`src/rtl/oled_pwr_seq.sv`:
```
// oled_pwr_seq
//   Power-up / power-down sequencer for an SSD1306 OLED panel. Switches the
//   VDD, RES and VBAT rails in datasheet order and feeds the panel init
//   command bytes to the SPI byte transmitter. Every wait is counted in
//   ticks from the external delay_gen block.
//
//   Optional feature macro: OLED_SEQ_TIMEOUT_EN
//     defined   : tx_ready stall watchdog (TO_CYCLES clk) -> latched FAULT.
//     undefined : SEND waits forever for tx_ready, err is tied low.
//
// Ports
//   clk       in   system clock
//   arst_n    in   asynchronous active-low reset
//   start     in   level, begin power-up (honoured only in IDLE)
//   stop      in   level, begin power-down (honoured only in READY)
//   del_en    out  delay_gen enable, high only in WAIT states
//   delay     in   one-cycle tick pulse from delay_gen
//   tx_data   out  command byte to SPI transmitter
//   tx_valid  out  byte valid, held until tx_ready
//   tx_ready  in   SPI transmitter accepts a byte
//   dc        out  data/command select, always command (0)
//   vdd_n     out  logic rail enable, active low
//   vbat_n    out  panel rail enable, active low
//   res_n     out  panel reset, active low
//   ready     out  init complete, panel on
//   busy      out  sequence in progress
//   err       out  timeout fault flag
module oled_pwr_seq #(
   parameter int T_VDD_MS  = 1,
   parameter int T_RES_MS  = 1,
   parameter int T_VBAT_MS = 100,
   parameter int TO_CYCLES = 4096
) (
   input  logic       clk,
   input  logic       arst_n,
   input  logic       start,
   input  logic       stop,
   output logic       del_en,
   input  logic       delay,
   output logic [7:0] tx_data,
   output logic       tx_valid,
   input  logic       tx_ready,
   output logic       dc,
   output logic       vdd_n,
   output logic       vbat_n,
   output logic       res_n,
   output logic       ready,
   output logic       busy,
   output logic       err
);

   localparam int MAX_A = (T_VDD_MS > T_RES_MS) ? T_VDD_MS : T_RES_MS;
   localparam int MAX_T = (MAX_A > T_VBAT_MS) ? MAX_A : T_VBAT_MS;
   localparam int CNT_W = $clog2(MAX_T + 1);

   // Last ROM index of each SEND group
   localparam logic [3:0] END_G0 = 4'd0;
   localparam logic [3:0] END_G1 = 4'd4;
   localparam logic [3:0] END_G2 = 4'd11;
   localparam logic [3:0] END_PD = 4'd12;

   if (T_VDD_MS < 1 || T_RES_MS < 1 || T_VBAT_MS < 1 || TO_CYCLES < 1) begin : g_param_check
      $error("oled_pwr_seq: wait lengths and TO_CYCLES must be >= 1");
   end

   typedef enum logic [4:0] {
      S_IDLE, S_VDD_ON, S_W_VDD, S_SEND0, S_RES_LO, S_W_RESLO, S_RES_HI,
      S_W_RESHI, S_SEND1, S_VBAT_ON, S_W_VBAT, S_SEND2, S_READY, S_PD_SEND,
      S_W_PD
`ifdef OLED_SEQ_TIMEOUT_EN
      , S_FAULT
`endif
   } state_t;

   function automatic logic [7:0] rom_byte(input logic [3:0] a);
      case (a)
         4'd0:    rom_byte = 8'hAE;   // display off
         4'd1:    rom_byte = 8'h8D;   // charge pump
         4'd2:    rom_byte = 8'h14;
         4'd3:    rom_byte = 8'hD9;   // pre-charge
         4'd4:    rom_byte = 8'hF1;
         4'd5:    rom_byte = 8'h81;   // contrast
         4'd6:    rom_byte = 8'h0F;
         4'd7:    rom_byte = 8'hA1;   // segment remap
         4'd8:    rom_byte = 8'hC8;   // COM scan direction
         4'd9:    rom_byte = 8'hDA;   // COM pins
         4'd10:   rom_byte = 8'h20;
         4'd11:   rom_byte = 8'hAF;   // display on
         4'd12:   rom_byte = 8'hAE;   // power-down: display off
         default: rom_byte = 8'h00;
      endcase
   endfunction

   state_t             r_state, w_state_next;
   logic [3:0]         r_idx, w_idx_next;
   logic [CNT_W-1:0]   r_cnt, w_cnt_next, w_wait_len;
   logic               w_is_wait, w_is_send, w_accept, w_wait_done;
   logic               r_vdd_n, r_vbat_n, r_res_n, r_tx_valid, r_del_en, r_ready, r_busy, r_err;
   logic [7:0]         r_tx_data, w_tx_data_next;
   logic               w_vdd_n_next, w_vbat_n_next, w_res_n_next, w_tx_valid_next;
   logic               w_del_en_next, w_ready_next, w_busy_next, w_err_next;

   // Classify the current state: wait length for WAIT states
   always_comb begin
      w_is_wait  = 1'b0;
      w_is_send  = 1'b0;
      w_wait_len = '0;
      case (r_state)
         S_W_VDD:                    begin w_is_wait = 1'b1; w_wait_len = CNT_W'(T_VDD_MS);  end
         S_W_RESLO, S_W_RESHI:       begin w_is_wait = 1'b1; w_wait_len = CNT_W'(T_RES_MS);  end
         S_W_VBAT, S_W_PD:           begin w_is_wait = 1'b1; w_wait_len = CNT_W'(T_VBAT_MS); end
         S_SEND0, S_SEND1, S_SEND2,
         S_PD_SEND:                  w_is_send = 1'b1;
         default: ;
      endcase
   end

   assign w_accept    = w_is_send & r_tx_valid & tx_ready;
   assign w_wait_done = w_is_wait & delay & (r_cnt == w_wait_len - 1'b1);

`ifdef OLED_SEQ_TIMEOUT_EN
   localparam int TO_W = $clog2(TO_CYCLES + 1);
   logic [TO_W-1:0] r_to_cnt, w_to_next;
   logic            w_to_hit;

   // Counts only stalled SEND cycles; any accept or non-SEND state clears it
   always_comb begin
      w_to_next = '0;
      w_to_hit  = 1'b0;
      if (w_is_send && r_tx_valid && !tx_ready) begin
         w_to_next = r_to_cnt + 1'b1;
         w_to_hit  = (r_to_cnt == TO_W'(TO_CYCLES - 1));
      end
   end

   always_ff @(posedge clk or negedge arst_n) begin
      if (!arst_n) r_to_cnt <= '0;
      else         r_to_cnt <= w_to_next;
   end
`endif

   // Next-state logic
   always_comb begin
      w_state_next = r_state;
      w_idx_next   = r_idx;
      w_cnt_next   = '0;                       // non-WAIT states keep the counter cleared
      if (w_is_wait && !w_wait_done)
         w_cnt_next = delay ? r_cnt + 1'b1 : r_cnt;
      if (w_accept)
         w_idx_next = r_idx + 1'b1;
      case (r_state)
         S_IDLE:    begin
                       w_idx_next = '0;
                       if (start) w_state_next = S_VDD_ON;
                    end
         S_VDD_ON:  w_state_next = S_W_VDD;
         S_W_VDD:   if (w_wait_done) w_state_next = S_SEND0;
         S_SEND0:   if (w_accept && r_idx == END_G0) w_state_next = S_RES_LO;
         S_RES_LO:  w_state_next = S_W_RESLO;
         S_W_RESLO: if (w_wait_done) w_state_next = S_RES_HI;
         S_RES_HI:  w_state_next = S_W_RESHI;
         S_W_RESHI: if (w_wait_done) w_state_next = S_SEND1;
         S_SEND1:   if (w_accept && r_idx == END_G1) w_state_next = S_VBAT_ON;
         S_VBAT_ON: w_state_next = S_W_VBAT;
         S_W_VBAT:  if (w_wait_done) w_state_next = S_SEND2;
         S_SEND2:   if (w_accept && r_idx == END_G2) w_state_next = S_READY;
         S_READY:   if (stop) w_state_next = S_PD_SEND;
         S_PD_SEND: if (w_accept && r_idx == END_PD) w_state_next = S_W_PD;
         S_W_PD:    if (w_wait_done) w_state_next = S_IDLE;
`ifdef OLED_SEQ_TIMEOUT_EN
         S_FAULT:   w_state_next = S_FAULT;
`endif
         default:   w_state_next = S_IDLE;
      endcase
`ifdef OLED_SEQ_TIMEOUT_EN
      if (w_to_hit) w_state_next = S_FAULT;
`endif
   end

   // Outputs are decoded from the next state so they register in step with it
   always_comb begin
      w_vdd_n_next    = 1'b0;
      w_vbat_n_next   = 1'b1;
      w_res_n_next    = 1'b1;
      w_tx_valid_next = 1'b0;
      w_del_en_next   = 1'b0;
      w_ready_next    = 1'b0;
      w_busy_next     = 1'b1;
      w_err_next      = 1'b0;
      case (w_state_next)
         S_IDLE:              begin w_vdd_n_next = 1'b1; w_busy_next = 1'b0; end
         S_W_VDD, S_W_RESHI,
         S_W_PD:              w_del_en_next = 1'b1;
         S_RES_LO:            w_res_n_next = 1'b0;
         S_W_RESLO:           begin w_res_n_next = 1'b0; w_del_en_next = 1'b1; end
         S_SEND0, S_SEND1:    w_tx_valid_next = 1'b1;
         S_VBAT_ON:           w_vbat_n_next = 1'b0;
         S_W_VBAT:            begin w_vbat_n_next = 1'b0; w_del_en_next = 1'b1; end
         S_SEND2, S_PD_SEND:  begin w_vbat_n_next = 1'b0; w_tx_valid_next = 1'b1; end
         S_READY:             begin w_vbat_n_next = 1'b0; w_ready_next = 1'b1; w_busy_next = 1'b0; end
`ifdef OLED_SEQ_TIMEOUT_EN
         S_FAULT:             begin
                                 w_vdd_n_next = 1'b1;
                                 w_res_n_next = 1'b0;
                                 w_err_next   = 1'b1;
                                 w_busy_next  = 1'b0;
                              end
`endif
         default: ;
      endcase
      w_tx_data_next = w_tx_valid_next ? rom_byte(w_idx_next) : 8'h00;
   end

   always_ff @(posedge clk or negedge arst_n) begin
      if (!arst_n) begin
         r_state    <= S_IDLE;
         r_idx      <= '0;
         r_cnt      <= '0;
         r_vdd_n    <= 1'b1;
         r_vbat_n   <= 1'b1;
         r_res_n    <= 1'b1;
         r_tx_valid <= 1'b0;
         r_tx_data  <= 8'h00;
         r_del_en   <= 1'b0;
         r_ready    <= 1'b0;
         r_busy     <= 1'b0;
         r_err      <= 1'b0;
      end else begin
         r_state    <= w_state_next;
         r_idx      <= w_idx_next;
         r_cnt      <= w_cnt_next;
         r_vdd_n    <= w_vdd_n_next;
         r_vbat_n   <= w_vbat_n_next;
         r_res_n    <= w_res_n_next;
         r_tx_valid <= w_tx_valid_next;
         r_tx_data  <= w_tx_data_next;
         r_del_en   <= w_del_en_next;
         r_ready    <= w_ready_next;
         r_busy     <= w_busy_next;
         r_err      <= w_err_next;
      end
   end

   assign vdd_n    = r_vdd_n;
   assign vbat_n   = r_vbat_n;
   assign res_n    = r_res_n;
   assign tx_valid = r_tx_valid;
   assign tx_data  = r_tx_data;
   assign del_en   = r_del_en;
   assign ready    = r_ready;
   assign busy     = r_busy;
   assign err      = r_err;
   assign dc       = 1'b0;

endmodule

```
`config.mk`:
```
export PLATFORM = sky130hd
export DESIGN_NAME = oled_pwr_seq
export DESIGN_NICKNAME = d
export VERILOG_FILES = /design/src/rtl/oled_pwr_seq.sv
export SDC_FILE = /design/constraint.sdc
export NUM_CORES = 1
export LEC_CHECK = 0
export BUFFER_PORTS_ARGS = -buffer_cell sky130_fd_sc_hd__buf_2
export CAP_MARGIN = 0
export CORE_MARGIN = 2
export CORE_UTILIZATION = 33
export CTS_CLUSTER_DIAMETER = 120
export DETAILED_ROUTE_END_ITERATION = 8
export SLEW_MARGIN = 10
export SYNTH_ARGS = -nofsm -noshare
export SYNTH_HDL_FRONTEND = slang
export SYNTH_SLANG_ARGS = --single-unit
```
`constraint.sdc`:
```
create_clock -name clk -period 3.7 [get_ports clk]
set_clock_uncertainty 0.1 [all_clocks]
set_input_delay 0.185 -clock clk [delete_from_list [all_inputs] [get_ports clk]]
set_output_delay 0.185 -clock clk [all_outputs]
set_load 0.1 [all_outputs]
```
---- After elaboration in Yosys (flattened, before gate mapping) ----
Memory sizes are Yosys's and may differ from the RTL's.
Cells that the tools add are included.
operators by class
  add/sub/neg operators ................... 3
  eq/ne operators ......................... 31
  muxes and demuxes ....................... 27
  bitwise gates (word level) .............. 4
  reductions and logical operators ........ 18
operators by type and width
  cell                   number
  $pmux W5 S15           1
  $eq A5 B4 Y1 const B   14
  $mux W5                11
  $eq A5 B3 Y1 const B   7
  $eq A5 B2 Y1 const B   4
  $reduce_or A5 Y1       3
  $mux W7                2
  $pmux W7 S2            1
  $logic_not A5 Y1       2
  $mux W1                9
  $eq A4 B4 Y1 const B   2
  $mux W4                2
  $mux W8                1
  $reduce_or A4 Y1       2
  $add A7 B1 Y7 const B  1
  $eq A7 B7 Y1           1
  $sub A7 B1 Y7 const B  1
  $reduce_or A2 Y1       3
  $eq A5 B1 Y1 const B   1
  $logic_and A1 B1 Y1    5
  $add A4 B1 Y4 const B  1
  $and A1 B1 Y1          4
  $eq A4 B3 Y1 const B   1
  $logic_not A4 Y1       1
  3 further kinds        3
word-level totals
  flip-flop bits (word level) ............. 31
  ROM bits ................................ 128
  input bits .............................. 6
  word-level logic and storage cells ...... 95
  memories ................................ 1
memories
  memory            depth  width  read ports  clocked after Yosys merged registers in  wr ports  line  text
  (name not given)  16     8      1           0                                        0         76    case (a)

---- Longest topological paths before layout ----
Gate-level depths: netlist of run 1.
  depth after elaboration ................. 12
  depth in mapped cells ................... 14

---- Worst setup path before layout of run 1 ----
OpenSTA, ideal clock, no wires.
  path type ............................... register -> register
  start ................................... register r_state[3]
  end ..................................... register r_del_en, in the netlist del_en
  data arrival time ....................... 2.707 ns
  data required time ...................... 3.521 ns
  setup slack ............................. 0.813 ns
  cell stages (with the launch flop) ...... 12
  path buffers ............................ 2
  clock period less this slack ............ 2.887 ns
  path through ............................ dfrtp_1 -> buf_2 -> clkbuf_1 -> nand3_1 -> ha_1 -> nor3_1 -> o22ai_1 -> a2111o_1 -> and3_1 -> a311o_2 -> nor2_1 -> mux2i_1
on the way
  cells in the longest elaborated chain, start to end .. 11
  elaborated cells between the ends (all ways) .. 51
ends and longest elaborated chain
  what                                                       line      text
  start: declaration                                         94        state_t r_state, w_state_next;
  start signal: assignment                                   229       r_state <= w_state_next;
  $eq A5 B3 Y1 (tied with other cells)                       108, 151
  $reduce_or A3 Y1 (no source line) (tied with other cells)  n/a
  $pmux W7 S2 / $mux W1 (equally long branches)              108       case (r_state)
  $sub A7 B1 Y7 / $and A1 B1 Y1 (equally long branches)      119, 118
  $eq A7 B7 Y1 / $and A1 B1 Y1 (equally long branches)       119, 118
  $and A1 B1 Y1 (tied with other cells)                      119       assign w_wait_done = w_is_wait & delay & (r_cnt == w_wait_len - 1'b1);
  $mux W5 (tied with other cells)                            169       S_W_PD: if (w_wait_done) w_state_next = S_IDLE;
  $pmux W5 S15 *                                             151       case (r_state)
  via w_state_next[3]                                        94
  $eq A5 B4 Y1 (tied with other cells)                       190       case (w_state_next)
  $reduce_or A5 Y1 (no source line) *                        n/a
  $mux W1 *                                                  190
  via w_del_en_next                                          101       logic w_del_en_next, w_ready_next, w_busy_next, w_err_next;
  end signal: assignment                                     237       r_del_en <= w_del_en_next;
  end: declaration                                           98        logic r_vdd_n, r_vbat_n, r_res_n, r_tx_valid, r_del_en, r_ready, r_busy, r_err;
Mark *: on every way through the listed nets, which the timed path passes. The rest lies on a longest branch.
A chain may end at the register's enable or synchronous reset.

---- Final worst setup path of run 1 ----
  start ................................... register r_state[4]
  end ..................................... register r_tx_data[5], in the netlist tx_data[5]
on the way
  cells in the longest elaborated chain, start to end .. 12
  elaborated cells between the ends (all ways) .. 54
ends and longest elaborated chain
  what                                                       line      text
  $eq A5 B3 Y1 (tied with other cells)                       108, 151
  $reduce_or A3 Y1 (no source line) (tied with other cells)  n/a
  $pmux W7 S2 / $mux W1 (equally long branches)              108
  $sub A7 B1 Y7 / $and A1 B1 Y1 (equally long branches)      119, 118
  $eq A7 B7 Y1 / $and A1 B1 Y1 (equally long branches)       119, 118
  $and A1 B1 Y1 (tied with other cells)                      119
  $mux W5 (tied with other cells)                            169
  $pmux W5 S15 *                                             151
  via w_state_next[0]                                        94
  $eq A5 B4 Y1 / $eq A5 B2 Y1 (equally long branches)        190
  $reduce_or A4 Y1 (no source line) *                        n/a
  $mux W1 *                                                  190
  $mux W8 *                                                  211       w_tx_data_next = w_tx_valid_next ? rom_byte(w_idx_next) : 8'h00;
  via w_tx_data_next[5]                                      99        logic [7:0] r_tx_data, w_tx_data_next;
  end signal: assignment                                     236       r_tx_data <= w_tx_data_next;
  end: declaration                                           99
Marks and branches as above.

==> results of run 1 <==
## cell usage after synthesis, types with 6 or more instances
cell type                   n  area, µm²
sky130_fd_sc_hd__dfrtp_1   28      700.7
sky130_fd_sc_hd__nand2_1   13      48.80
sky130_fd_sc_hd__nor4_1     6      37.54
sky130_fd_sc_hd__mux2i_1    6      60.06
sky130_fd_sc_hd__a31oi_1    8      50.05
sky130_fd_sc_hd__ha_1      10      125.1
sky130_fd_sc_hd__a21oi_1    6      30.03
sky130_fd_sc_hd__nand3_1    8      40.04
sky130_fd_sc_hd__inv_1     10      37.54
sky130_fd_sc_hd__xor2_1     7      61.31
sky130_fd_sc_hd__o211ai_1   6      45.04
sky130_fd_sc_hd__nor2_1    17      63.81
## registers in the layout, summed over array words and instances (netlist names)
register	count
busy	1
del_en	1
r_cnt	7
r_idx	4
r_state	5
ready	1
res_n	1
tx_data	8
tx_valid	1
vbat_n	1
vdd_n	1
## logic make-up after synthesis
kind of cell	Yosys count	synth area share [%]
compound gates	52	18.18
xor+xnor	11	4.487
fa+ha+maj	10	5.828
buf+inv	26	6.411
flops	31	36.31
mux	6	2.797
other cells	1	0.1747
simple gates	88	25.82
## layer usage
layer	share of wire, %	global-route usage (%)
met4	1.8	5.483
met5	0	0
met3	3.5	2.163
met1	51	20.77
met2	44	20.97
## critical path, cell delays in order, from the launching register on
cell                       delay, ns
sky130_fd_sc_hd__dfrtp_1        0.40
sky130_fd_sc_hd__nor2_1         0.30
sky130_fd_sc_hd__nand3_1        0.17
sky130_fd_sc_hd__ha_1           0.23
sky130_fd_sc_hd__nor3_1         0.27
sky130_fd_sc_hd__o22ai_1        0.11
sky130_fd_sc_hd__a2111o_1       0.45
sky130_fd_sc_hd__mux2i_1        0.20
sky130_fd_sc_hd__a21oi_2        0.29
sky130_fd_sc_hd__clkinv_1       0.23
sky130_fd_sc_hd__nand3_2        0.20
sky130_fd_sc_hd__a31oi_1        0.12
## through the flow
| step | utilization [%] | power [mW] | hold slack, ns | cells | area [µm²] |
|---|---|---|---|---|---|
| 2_1_floorplan | - | 0.5455 | -0.2106 | 227 | 2155 |
| 3_3_place_gp | 37.04 | 0.5840 | 0.1573 | 320 | 2338 |
| 3_5_place_dp | 37.04 | 0.5852 | 0.1718 | 320 | 2338 |
| 4_1_cts | 38.55 | 0.8539 | 0.1671 | 329 | 2434 |
| 5_1_grt | 38.55 | 0.8847 | 0.2161 | 329 | 2434 |
| 6_report | 38.55 | 0.8470 | 0.1682 | 329 | 2434 |
## placed cells by master (no fill, tap or decap), drive strengths merged, types with 7 or more instances in the layout
cell,count
buf,28
nand3,10
nor2,17
a21oi,8
inv,12
dfrtp,28
a31oi,8
xor2,7
nand2,14
ha,10
## cell type report
| type | count | area, µm² | share of cell area [%] |
|---|---|---|---|
| timing repair buffer | 29 | 170.2 | 6.992 |
| sequential | 31 | 779.5 | 32.03 |
| clock buffer | 6 | 72.57 | 2.982 |
| clock inverter | 2 | 12.51 | 0.5141 |
| tap | 77 | 96.34 | 3.959 |
| inverter | 14 | 65.06 | 2.674 |
| multi-input combinational | 170 | 1237 | 50.85 |
## worst max path at each step
stage            endpoint  slack (ns)       start
2_1_floorplan      del_en        0.81  r_state[3]
3_3_place_gp   tx_data[2]        0.59  r_state[4]
3_5_place_dp   tx_data[5]        0.50  r_state[0]
4_1_cts        tx_data[6]        0.48  r_state[0]
5_1_grt        tx_data[6]        0.20  r_state[0]
6_report       tx_data[5]        0.48  r_state[4]
## power groups by stage
stage          logic [mW]  clock network [mW]  registers (mW)
2_1_floorplan      0.0948                   0           0.451
3_3_place_gp        0.215                   0           0.369
3_5_place_dp        0.216                   0           0.370
4_1_cts             0.217               0.274           0.363
5_1_grt             0.232               0.287           0.365
6_report            0.216               0.268           0.363
==> results list, run 1 <==
- The worst setup path is launched from a flip-flop.
- Maximum fanout along the worst path: 9
* Maximum number of pins on one net before global-route repair: 32
- The first detailed-routing pass took 4 iterations.
- The netlist uses 65 different library cells.
* Count of cells resized by post-cts repair: 0
- For this block, the via count after detailed routing is 1781.
* Endpoint with the worst hold slack: r_cnt[1]
- Setup violations remaining at the end of the flow were counted as 0.
- Summed over all layers, the global routing overflow is 0.
* Setup Slack @ Placement: 0.5048 ns
- Vias in the first global route: 1670
* Antenna fix cells: 0
* Post-CTS Setup Repair Bufs: 0
- For this run, the total global-route usage over all layers was measured as 14.17%.
- Worst hold stages: 3
- The Yosys step of the flow raised 0 warnings.
- Worst reg2reg path endpoint: tx_data[5]
- In this run, the number of DRC markers left after iteration 0 of detailed routing was 93.
* Remaining design rule violation count: 0
* Die Span Y: 84.66 µm
* Clock buffer count from CTS: 5
- The count of buffers added on input and output ports is 20.
- Run status: completed
- In the routed layout, each cell is associated on average with a via count of 5.413.
* Pin slew with the least headroom to its limit: 0.6784 ns
- The number of antenna violations at the first check in global routing is 0.
- Setup repair after global routing left no endpoint under its margin.
- Clock insertion delay at the later pin of the skew report: 0.29 ns
* Critical path class: flip-flop to flip-flop
- Maximum VDD drop: 196.5 µV
* Cell area after synthesis: 2147 µm²
- Post-DRT Antenna Nets: 0
* # fillers: 643
* Maximum count of clock buffers along a single path: 2
- Cells with a size suffix above 1 make up 21.43% of the layout.
* Total internal power: 0.5356 mW
- Final max-slew violation count: 0
- Register-to-Register Setup Slack: 0.48 ns
- After legalization and detailed placement, the total HPWL measured 3505 µm.
- In this run the count of I/O pins placed on the die edge is 23.
- Timing would allow up to 310.8 MHz.
* Post-route worst setup slack: 0.4825 ns
- CTS clock-pin slew for the worst setup and hold paths: 0.07 ns
- Sw Ratio: 36.76%
* CORE AREA: 6314 µm²
- Dividing the synthesized area by the synthesized cell count gives 9.542 µm².
* Share of synthesized area occupied by flip-flops and latches: 36.31%
- Final-layout setup total negative slack: 0 ns
* Instance count of the mapped netlist: 225
* Async set or reset register ratio after synthesis: 100.0%
* Placer congestion estimate: 0.8776
- Die width: 84.66 µm
- In this run the most critical hold path is launched from delay.
* Clock sink count: 31
- Min Clock Period, post-route: 3.218 ns
- The worst register-to-register path begins at r_state[4].
- Switching power: 0.3113 mW
- Synth Register Bits: 31
* Proportion of power drawn by flip-flops and latches: 42.9%
- The number of hold buffers added after CTS was 1.
- Nature of the critical path endpoint: flip-flop
- Required time of the critical path: 3.76 ns
- After the last flow step, the layout net total stands at 267.
- Routed wire length: 4813 µm
- Number of core rows: 29
* Worst-case headroom to the max-slew limit: 54.77%
* Combinational share of power: 25.5%
- Post-route clock period utilization: 86.96%
* Layout overhead on the synthesized area: 13.34%
- The die covers 7167 µm².
- For the worst flop-to-flop path, the logic depth is 11.
- Clock power frac: 31.6%
* Max-capacitance violation count: 0
- Root buf cell: sky130_fd_sc_hd__clkbuf_8
* Count of endpoints failing hold in the final timing report: 0
- Deepest level of the CTS H-tree: 2
- Leakage power summed over all cells: 1.079 nW
- TritonCTS built the clock tree.
- For this design the ratio of total power to cell area is 348.0 nW/µm².
* Hold crit path type: input port to flip-flop
* Number of synthesized flops with an enable pin: 0
- The first global-routing pass estimated 8286 µm of wire.
- Dividing the detail-routed wire length by the instance count gives 14.63 µm.
- Worst EP arrival: 3.28 ns
- For this run, the leading register cell type out of synthesis is sky130_fd_sc_hd__dfrtp_1.
- The initial utilization of the core area, before any placement, comes to 34.01%.
No activity file was read; power rests on OpenSTA's default activity.
==> inputs of run 2 (changes only) <==
Clock period 3.7 ns to 3.37 ns, I/O delays scaled along.
==> results list, run 2 (synthesis results as in run 1) <==
* Clock insertion delay at the later pin of the skew report: 0.29 ns
* Antenna fix cells: 0
- In the layout the commonest cells are sky130_fd_sc_hd__dfrtp_1, sky130_fd_sc_hd__buf_2, sky130_fd_sc_hd__nor2_1.
- The final number of hold-violating endpoints is 0.
- Share of cells above drive strength 1: 23.74%
- # fillers: 650
- Derived from the worst setup path, the maximum achievable clock frequency is 321.4 MHz.
- Across the VDD grid, the largest voltage drop is 241.5 µV.
- Count of vias placed by the detailed router: 1826
- The worst path uses 92.32% of the clock period.
- The largest individual stage delay along the critical path comes from the cell sky130_fd_sc_hd__a2111o_1.
* Deepest level of the CTS H-tree: 2
- Family with the most delay on the worst path: compound AO/OA/AOI/OAI gates
- Using the TritonRoute via totals, the vias-per-cell ratio works out to 5.467.
- Post-DRT Antenna Nets: 0
- Worst-case headroom to the max-slew limit: 54.68%
* CORE AREA: 6314 µm²
- Max-capacitance violation count: 0
- For this configuration, the core starts out at a cell density of 34.01%.
* Fin nets: 272
- The clock passes through at most 2 buffers.
- Final-layout setup total negative slack: 0 ns
- Root buf cell: sky130_fd_sc_hd__clkbuf_8
* Power density over the cells: 377.1 nW/µm²
- Nature of the critical path endpoint: flip-flop
- Total die area: 7167 µm²
- Most common cell after layout, fill and taps aside: sky130_fd_sc_hd__dfrtp_1
* Initial antenna violation count: 0
* Hold crit path type: input port to flip-flop
- Layout overhead on the synthesized area: 15.91%
- Leftover overflow at the end of global routing: 0
- Row generation in the floorplan step produced 29 rows.
* Placer congestion estimate: 0.8365
- Port buffering added 20 buffers.
- The worst setup path is of the flip-flop to flip-flop kind.
- CTS clock-pin slew for the worst setup and hold paths: 0.07 ns
- Vias in the first global route: 1651
- Worst EP arrival: 3.21 ns
- On the worst path, the slowest cell contributes a delay of 0.46 ns.
- Setup repair after global routing left no endpoint under its margin.
- In the routed design, unresolved DRC markers number 0.
- The first global-routing pass estimated 8093 µm of wire.
- Once placement finished, the instance area stood at 2376 µm².
* Maximum number of pins on one net before global-route repair: 32
- The flow ran to the end, and the final reports show no timing, DRC or antenna violations.
* Critical path cell sequence: nor3b_4, o211ai_1, inv_1, ha_1, nor3b_1, o22ai_1, a2111o_1, and3_1, a311o_2, nor2_1, mux2i_1
- The finished cells cover 2489 µm².
- Clock sink count: 31
- Critical path startpoint category: flip-flop
- TritonCTS created 5 clock buffers.
- Initial DRC count: 95
* Die width: 84.66 µm
* Count of pins on the block boundary: 23
- Number of flip-flops under the largest register name: 8
- Min Clock Period, post-route: 3.111 ns
- Post-CTS Setup Repair Bufs: 0
* Final max-slew violation count: 0
- Setup violators final: 0
- For this design the static power due to leakage is 1.095 nW.
* Worst path bufs/invs: 1
* Total track usage: 13.84%
* Maximum fanout along the worst path: 6
- The first detailed-routing pass took 4 iterations.
* Required time of the critical path: 3.47 ns
- The routed design has 4801 µm of wire.
- Pin slew with the least headroom to its limit: 0.6799 ns
* Die Span Y: 84.66 µm
* CTS tree: built
* HPWL after detailed placement: 3483 µm
* Routed len/inst: 14.37 µm
## run 2: report_power, final
group	leakage [nW]	total (mW)	internal, mW	switching, mW
clock network	0.0412	0.292	0.144	0.148
registers	0.417	0.400	0.391	0.00941
logic	0.637	0.247	0.0617	0.185
## run 2: routing by layer
metal | GRT usage, % | up-vias | part of all wire (%)
met5 | 0 | - | 0
met4 | 4.762 | 0 | 1.3
met3 | 1.868 | 4 | 2.6
met2 | 21.62 | 34 | 47
met1 | 19.72 | 902 | 49
li1 | - | 886 | -
## run 2: area by class of cell
class	count	area, µm²	area share, %
well taps	77	96.34	3.871
inverters	14	65.06	2.614
repair buffers	34	207.7	8.346
flip-flops and latches	31	779.5	31.32
multi-input cells	170	1255	50.43
clock inverters	2	12.51	0.5028
clock buffers	6	72.57	2.916
## run 2: worst min-delay path: stages
cell and delay (ns):
sky130_fd_sc_hd__buf_2 0.16, sky130_fd_sc_hd__xnor2_1 0.08, sky130_fd_sc_hd__nor2_1 0.08
## run 2: per-stage QoR
step	instances	hold WS [ns]	utilization [%]	total power, mW	setup WS, ns
detailed placement	325	0.1597	37.63	0.6468	0.1894
finish	334	0.1540	39.42	0.9386	0.2587
CTS	334	0.1608	39.14	0.9361	0.1427
global route	334	0.1903	39.42	0.9776	0.03751
global placement	325	0.1501	37.63	0.6466	0.2460
floorplan	227	-0.2271	-	0.5989	0.4834
## run 2: worst paths after layout
kind	cells after the start	start	slack [ns]	endpoint
max	11	r_state[2]	0.26	del_en
min	3	delay	0.15	r_cnt[0]
max reg2reg	11	r_state[2]	0.26	del_en
min reg2reg	2	r_cnt[6]	0.48	r_cnt[6]
max in group asynchronous	2	arst_n	2.37	r_state[2]
min in group asynchronous	2	arst_n	0.36	r_idx[3]
## run 2: repair_timing
item	4_1_cts	5_1_grt
hold endpoints to repair	28	0
resized for setup	0	4
endpoints found under the setup margin	0	10
hold buffers	1	0
